<file path="src/rtl/output_display.sv">
// Output register with sequential binary-to-BCD conversion and a scanned 7-seg display.
// Optional signed display: define OUTPUT_DISPLAY_SIGNED_EN.
module output_display #(
    parameter int DATA_WIDTH = 8,
    parameter int NUM_DIGITS = 4,
    parameter int SCAN_DIV   = 1024
) (
    input  logic                  i_clk,
    input  logic                  i_rst_n,
    input  logic                  i_load,
    input  logic [DATA_WIDTH-1:0] i_data,
    input  logic                  i_signed,
    output logic [DATA_WIDTH-1:0] o_value,
    output logic                  o_busy,
    output logic [NUM_DIGITS-1:0] o_dig,
    output logic [6:0]            o_seg
);

    localparam int BCD_W = 4 * NUM_DIGITS;
    localparam int CNT_W = $clog2(DATA_WIDTH + 1);
    localparam int PRE_W = $clog2(SCAN_DIV);
    localparam int IDX_W = $clog2(NUM_DIGITS);

    typedef enum logic [1:0] {
        IDLE,
        CONVERT,
        COMMIT
    } state_t;

    state_t state, state_nx;

    logic [DATA_WIDTH-1:0] shift_q;
    logic [BCD_W-1:0]      bcd_q;
    logic [BCD_W-1:0]      bcd_adj;
    logic [CNT_W-1:0]      cnt_q;
    logic                  neg_q;
    logic [BCD_W-1:0]      disp_bcd_q;
    logic                  disp_neg_q;
    logic                  commit;

    logic [DATA_WIDTH-1:0] load_mag;
    logic                  load_neg;

`ifdef OUTPUT_DISPLAY_SIGNED_EN
    assign load_neg = i_signed & i_data[DATA_WIDTH-1];
    // Negation wraps, so the most negative input yields its true magnitude.
    assign load_mag = load_neg
                    ? (~i_data + {{(DATA_WIDTH-1){1'b0}}, 1'b1})
                    : i_data;
`else
    logic sign_unused;
    assign sign_unused = i_signed;
    assign load_neg    = 1'b0;
    assign load_mag    = i_data;
`endif

    always_ff @(posedge i_clk or negedge i_rst_n) begin
        if (!i_rst_n) begin
            state <= IDLE;
        end else begin
            state <= state_nx;
        end
    end

    always_comb begin
        state_nx = state;
        unique case (state)
            IDLE: begin
                if (i_load) state_nx = CONVERT;
            end
            CONVERT: begin
                if (i_load) state_nx = CONVERT;
                else if (cnt_q == CNT_W'(1)) state_nx = COMMIT;
            end
            COMMIT: begin
                state_nx = i_load ? CONVERT : IDLE;
            end
            default: state_nx = IDLE;
        endcase
    end

    always_comb begin
        o_busy = (state != IDLE);
        commit = (state == COMMIT) && !i_load;
    end

    always_comb begin
        bcd_adj = bcd_q;
        for (int k = 0; k < NUM_DIGITS; k++) begin
            if (bcd_q[4*k +: 4] >= 4'd5)
                bcd_adj[4*k +: 4] = bcd_q[4*k +: 4] + 4'd3;
        end
    end

    always_ff @(posedge i_clk or negedge i_rst_n) begin
        if (!i_rst_n) begin
            o_value    <= '0;
            shift_q    <= '0;
            bcd_q      <= '0;
            cnt_q      <= '0;
            neg_q      <= 1'b0;
            disp_bcd_q <= '0;
            disp_neg_q <= 1'b0;
        end else begin
            if (i_load) begin
                o_value <= i_data;
                shift_q <= load_mag;
                bcd_q   <= '0;
                cnt_q   <= CNT_W'(DATA_WIDTH);
                neg_q   <= load_neg;
            end else if (state == CONVERT) begin
                {bcd_q, shift_q} <= {bcd_adj, shift_q} << 1;
                cnt_q <= cnt_q - CNT_W'(1);
            end
            if (commit) begin
                disp_bcd_q <= bcd_q;
                disp_neg_q <= neg_q;
            end
        end
    end

    function automatic logic [6:0] seg7(input logic [3:0] d);
        logic [6:0] s;
        case (d)
            4'd0:    s = 7'h3F;
            4'd1:    s = 7'h06;
            4'd2:    s = 7'h5B;
            4'd3:    s = 7'h4F;
            4'd4:    s = 7'h66;
            4'd5:    s = 7'h6D;
            4'd6:    s = 7'h7D;
            4'd7:    s = 7'h07;
            4'd8:    s = 7'h7F;
            4'd9:    s = 7'h6F;
            default: s = 7'h00;
        endcase
        return s;
    endfunction

    logic [PRE_W-1:0]      pre_q;
    logic [IDX_W-1:0]      idx_q;
    logic [IDX_W-1:0]      idx_nx;
    logic                  pre_wrap;
    logic [BCD_W-1:0]      disp_bcd_nx;
    logic                  disp_neg_nx;
    logic [NUM_DIGITS-1:0] blank;
    logic                  above_zero;
    logic [6:0]            seg_nx;

    always_comb begin
        pre_wrap = (pre_q == PRE_W'(SCAN_DIV - 1));
        idx_nx   = idx_q;
        if (pre_wrap) begin
            if (idx_q == IDX_W'(NUM_DIGITS - 1)) idx_nx = '0;
            else idx_nx = idx_q + IDX_W'(1);
        end
    end

    // Segments are built from the post-commit value so a commit shows on its own edge.
    always_comb begin
        disp_bcd_nx = commit ? bcd_q : disp_bcd_q;
        disp_neg_nx = commit ? neg_q : disp_neg_q;
        blank       = '0;
        above_zero  = 1'b1;
        for (int k = NUM_DIGITS - 1; k > 0; k--) begin
            above_zero = above_zero && (disp_bcd_nx[4*k +: 4] == 4'd0);
            blank[k]   = above_zero;
        end
        seg_nx = blank[idx_nx] ? 7'h00 : seg7(disp_bcd_nx[4*idx_nx +: 4]);
        if (disp_neg_nx && (idx_nx == IDX_W'(NUM_DIGITS - 1)))
            seg_nx = 7'h40;
    end

    always_ff @(posedge i_clk or negedge i_rst_n) begin
        if (!i_rst_n) begin
            pre_q <= '0;
            idx_q <= '0;
            o_dig <= NUM_DIGITS'(1);
            o_seg <= 7'h3F;
        end else begin
            pre_q <= pre_wrap ? '0 : pre_q + PRE_W'(1);
            idx_q <= idx_nx;
            o_dig <= NUM_DIGITS'(1) << idx_nx;
            o_seg <= seg_nx;
        end
    end

endmodule

</file>
<file path="config.mk">
export PLATFORM = sky130hd
export DESIGN_NAME = output_display
export DESIGN_NICKNAME = d
export VERILOG_FILES = /design/src/rtl/output_display.sv
export SDC_FILE = /design/constraint.sdc
export NUM_CORES = 1
export LEC_CHECK = 0
export ABC_AREA = 0
export ABC_CLOCK_PERIOD_IN_PS = 3000
export CORE_MARGIN = 1.5
export CORE_UTILIZATION = 58
export CTS_BUF_LIST = sky130_fd_sc_hd__clkbuf_2
export CTS_CLUSTER_DIAMETER = 60
export CTS_CLUSTER_SIZE = 12
export DETAILED_ROUTE_END_ITERATION = 6
export PLACE_DENSITY_LB_ADDON = 0.1
export SYNTH_ARGS = -nofsm -noshare
export SYNTH_HDL_FRONTEND = slang
export SYNTH_SLANG_ARGS = --single-unit
</file>
<file path="constraint.sdc">
create_clock -name i_clk -period 3 [get_ports i_clk]
set_clock_uncertainty 0.1 [all_clocks]
set_input_delay 0.75 -clock i_clk [delete_from_list [all_inputs] [get_ports i_clk]]
set_output_delay 0.75 -clock i_clk [all_outputs]
set_load 0.01 [all_outputs]
</file>
==> impl_summary.md <==
Floorplan
The number of placement rows is 29. The die covers 7106 sq um. For this configuration, the core starts out at a cell density of 60.03%. The height of the die is 84.30 um. The area of the core is 6386 sq um. The top-level I/O count is 32.

The floorplan step set the die width to 84.30 um.

Global route
For this run, global-route usage on met1 was measured as 30.70%. The wire length of the first global-routing pass is 12,580 um. The met2 demand-to-capacity share in global routing is roughly a third. The pin count of the biggest net entering global routing is 79.

The number of antenna violations at the first check in global routing came to 0. For this run the aggregate overflow at the end of global routing stands at 0. The total routing usage reported by global routing is 22.53%. The number of global-route vias before repair was approximately 2,700. The layer flagged by global routing as most heavily used is met2. The global routing usage on met3 is under 10%.

Synth
Of the total synthesized cell area, the portion taken by AND, OR, NAND and NOR gates is approximately 15%. The area fraction in compound gates after synthesis is between 10% and 20%. The xor and xnor fraction of the mapped netlist area is under 10%. The count of yosys warnings during synthesis is 0.

The share of synthesized registers carrying an async set or reset is 100.0%. The post-synthesis mux area share is about 9.1%. The netlist uses around 50 different library cells.

By area, the combinational part of the netlist is dominated by simple AND/OR/NAND/NOR gates. A synthesized cell averages between 10 and 15 sq um. Counting flops with a built-in enable in the synthesized netlist gives 0. The instance count of the mapped netlist is 379.

The net count after synthesis is around 400. The synthesized design contains between 70 and 80 register bits. The most used flip-flop cell after synthesis is sky130_fd_sc_hd__dfrtp_1. The cell area that synthesis handed to floorplanning was about 3800 sq um.

Summing the areas of all fa, ha and maj instances in the mapped netlist gives under 10% of the synthesized area. The share of the Yosys chip area taken by registers is about half.

Place
Summed over all nets, the half-perimeter wirelength after detailed placement is a little under 5000 um. The placement-stage cell area is 4344 sq um. The worst slack after detailed placement is -0.4381 ns. The count of buffers inserted at the top-level ports is 30.

The final weighted congestion in routability-driven placement is between 0.8 and 0.9.

STA
The max-slew violation count is 0. The final clock period utilization by the worst path is 95.43%. The highest clock rate is about 350 MHz. Setup violations remaining at the end of the flow were counted as 0. The final number of hold-violating endpoints was 0. The worst pin sits at a relative slew slack of 36.29%. The time the final worst path needs with I/O delays and setup is approximately 2.9 ns. For the pin with the worst max-slew slack, the measured transition is around 0.96 ns. Once routing completed, OpenROAD measured the worst setup slack at around 0.14 ns.

Drt
For this run, the detailed router's first-pass iteration total came to 4. The total length of routed wires is 7213 um. The remaining number of nets flagged by the antenna check after routing is 0. The vias after detailed routing is around 2,800.

The iteration-0 DRC count of the detailed router is between 100 and 150. After detailed routing, the average wire length per cell comes to ~14 um. The per-cell via count in the routed design is 5.465. After detailed routing, the number of remaining DRC violations is 0.

Setup path
The kind of critical path is in -> reg. The library cell contributing the largest single delay on the critical path is sky130_fd_sc_hd__or3b_2. The buffer and inverter count on the worst path is 2. The required arrival time at the worst endpoint is approximately 3.4 ns. In this run the worst path has a maximum fanout of 15. The critical path goes through clkdlybuf4s50_1 -> or3b_2 -> o21ai_0 -> mux2i_1 -> mux2_4 -> inv_1 -> ha_1 -> mux2_2 -> o22ai_1.

The cell family contributing the most delay on the critical path is multiplexers. The arrival time at the worst endpoint is approximately 3.2 ns. The worst setup path is launched from a primary input. The setup check on the worst reg-to-reg path leaves a slack of around 0.15 ns. The kind of end point of the critical path is a register. The critical path's largest stage delay is roughly 0.63 ns.

Hold path
The type of the worst min-delay path is in -> async.

Job
The reported max-cap violation count is 0.

Final layout
Relative to the synthesized area, the layout overhead comes to 17.26%. The post-route cell area is between 4000 and 5000 sq um. For this run, the post-layout net count is approximately 460. The sequential cell area is between 1500 and 2000 sq um. In the layout the commonest cells are 71 x sky130_fd_sc_hd__dfrtp_1, 44 x sky130_fd_sc_hd__nand2_1, 35 x sky130_fd_sc_hd__o21ai_0. The final-layout fill cell count is about 510. Summing all multi-input logic gate instances after layout gives around 1700 sq um. The repair_antennas step left the layout with diodes totalling 0. The share of the core filled with cells is a little over two thirds. The library cell used most frequently in the layout, excluding fill and tap cells, is sky130_fd_sc_hd__dfrtp_1. The post-route netlist has between 10% and 20% of its cells at a drive strength greater than 1.

Clock network
The number of buffers inserted for hold repair after clock tree synthesis is 0. The CTS H-tree depth is 3. The clock drives 78 sinks. Counting the buffers created by CTS gives 9.

The CTS root buffer is sky130_fd_sc_hd__clkbuf_2. The TritonCTS clock tree is done. The clock-pin slew on the worst setup and hold paths is roughly 0.21 ns.

The clock passes through at most 2 buffers. The source-to-sink clock delay at the later pin of the worst-skew pair is ~0.53 ns.

Power
The total power consumption of the routed design is 2.268 mW. The power density normalized to cell area is between 500 and 600 nW/um^2. The analysis attributes to cell leakage a power of 2.144 nW.

The worst-case vdd ir drop is about 0.00044 V.

Status
The flow ran to the end, and the final reports show no timing, DRC or antenna violations.
## registers in the layout, summed over array words and instances (netlist names)
name and cells:
pre_q 10, o_dig 4, state 2, disp_bcd_q 16, shift_q 8, o_value 8
idx_q 2, o_seg 7, cnt_q 4, disp_neg_q 1, bcd_q 16
## per-stage QoR
stage | std cells | setup TNS (ns) | hold WS (ns)
3_3_place_gp | 495 | -2.243 | 0.3685
5_1_grt | 512 | -0.02433 | 0.2569
4_1_cts | 511 | 0 | 0.2392
3_5_place_dp | 495 | -2.414 | 0.3754
2_1_floorplan | 379 | 0 | 0.3479
6_report | 512 | 0 | 0.2267
## cell families after synthesis
logic type      after synthesis
compound gates               78
xor+xnor                     17
fa+ha+maj                    17
buf+inv                      40
flops                        78
mux                          32
simple gates                117
## synth_stat cells (all sizes together), types with 7 or more instances
cell / n / area (sq um)
nand3: 11 / 55.05
dfstp: 7 / 183.9
nor2: 23 / 86.33
mux2: 11 / 123.9
clkbuf: 10 / 37.54
inv: 27 / 103.9
mux2i: 21 / 226.5
nand2b: 7 / 43.79
nor3: 9 / 45.04
ha: 17 / 212.7
o21ai: 37 / 192.7
nand2: 45 / 171.4
dfrtp: 71 / 1777
xnor2: 9 / 78.83
xor2: 8 / 70.07
a21oi: 28 / 143.9
## final timing paths
path                               start    endpoint  depth (start not counted)
worst max-delay path              i_load    o_seg[3]                          9
worst min-delay path             i_rst_n    cnt_q[2]                          1
worst max register to register  pre_q[0]    o_seg[6]                         11
worst min register to register  pre_q[0]    pre_q[0]                          1
max in group asynchronous        i_rst_n  disp_neg_q                          1
min in group i_clk              pre_q[0]    pre_q[0]                          1
## report_power, final
part | total [mW] | switching (mW) | internal [mW] | leakage, nW
clock | 0.634 | 0.362 | 0.272 | 0.0854
sequential | 1.21 | 0.0710 | 1.14 | 1.00
combinational | 0.426 | 0.234 | 0.192 | 1.05
## timing repair
item | CTS | global route
resized for setup | 0 | 3
setup buffers | 0 | 1
endpoints found under the setup margin | 0 | 5
## routing by layer
metal  vias to the layer above  share of wire [%]
met5                         -                  0
met4                         0                1.0
met3                         6                3.7
met2                        36                 47
met1                      1357                 48
li1                       1399                  -
## cell type report
cell class	instances	share of cell area [%]
Clock inverter	7	1.976
Inverter	27	2.310
Multi-Input combinational cell	261	38.49
Timing Repair Buffer	53	10.46
Sequential cell	78	43.61
Tap cell	77	2.143
Clock buffer	9	1.002
(Power assumes the default switching activity.)
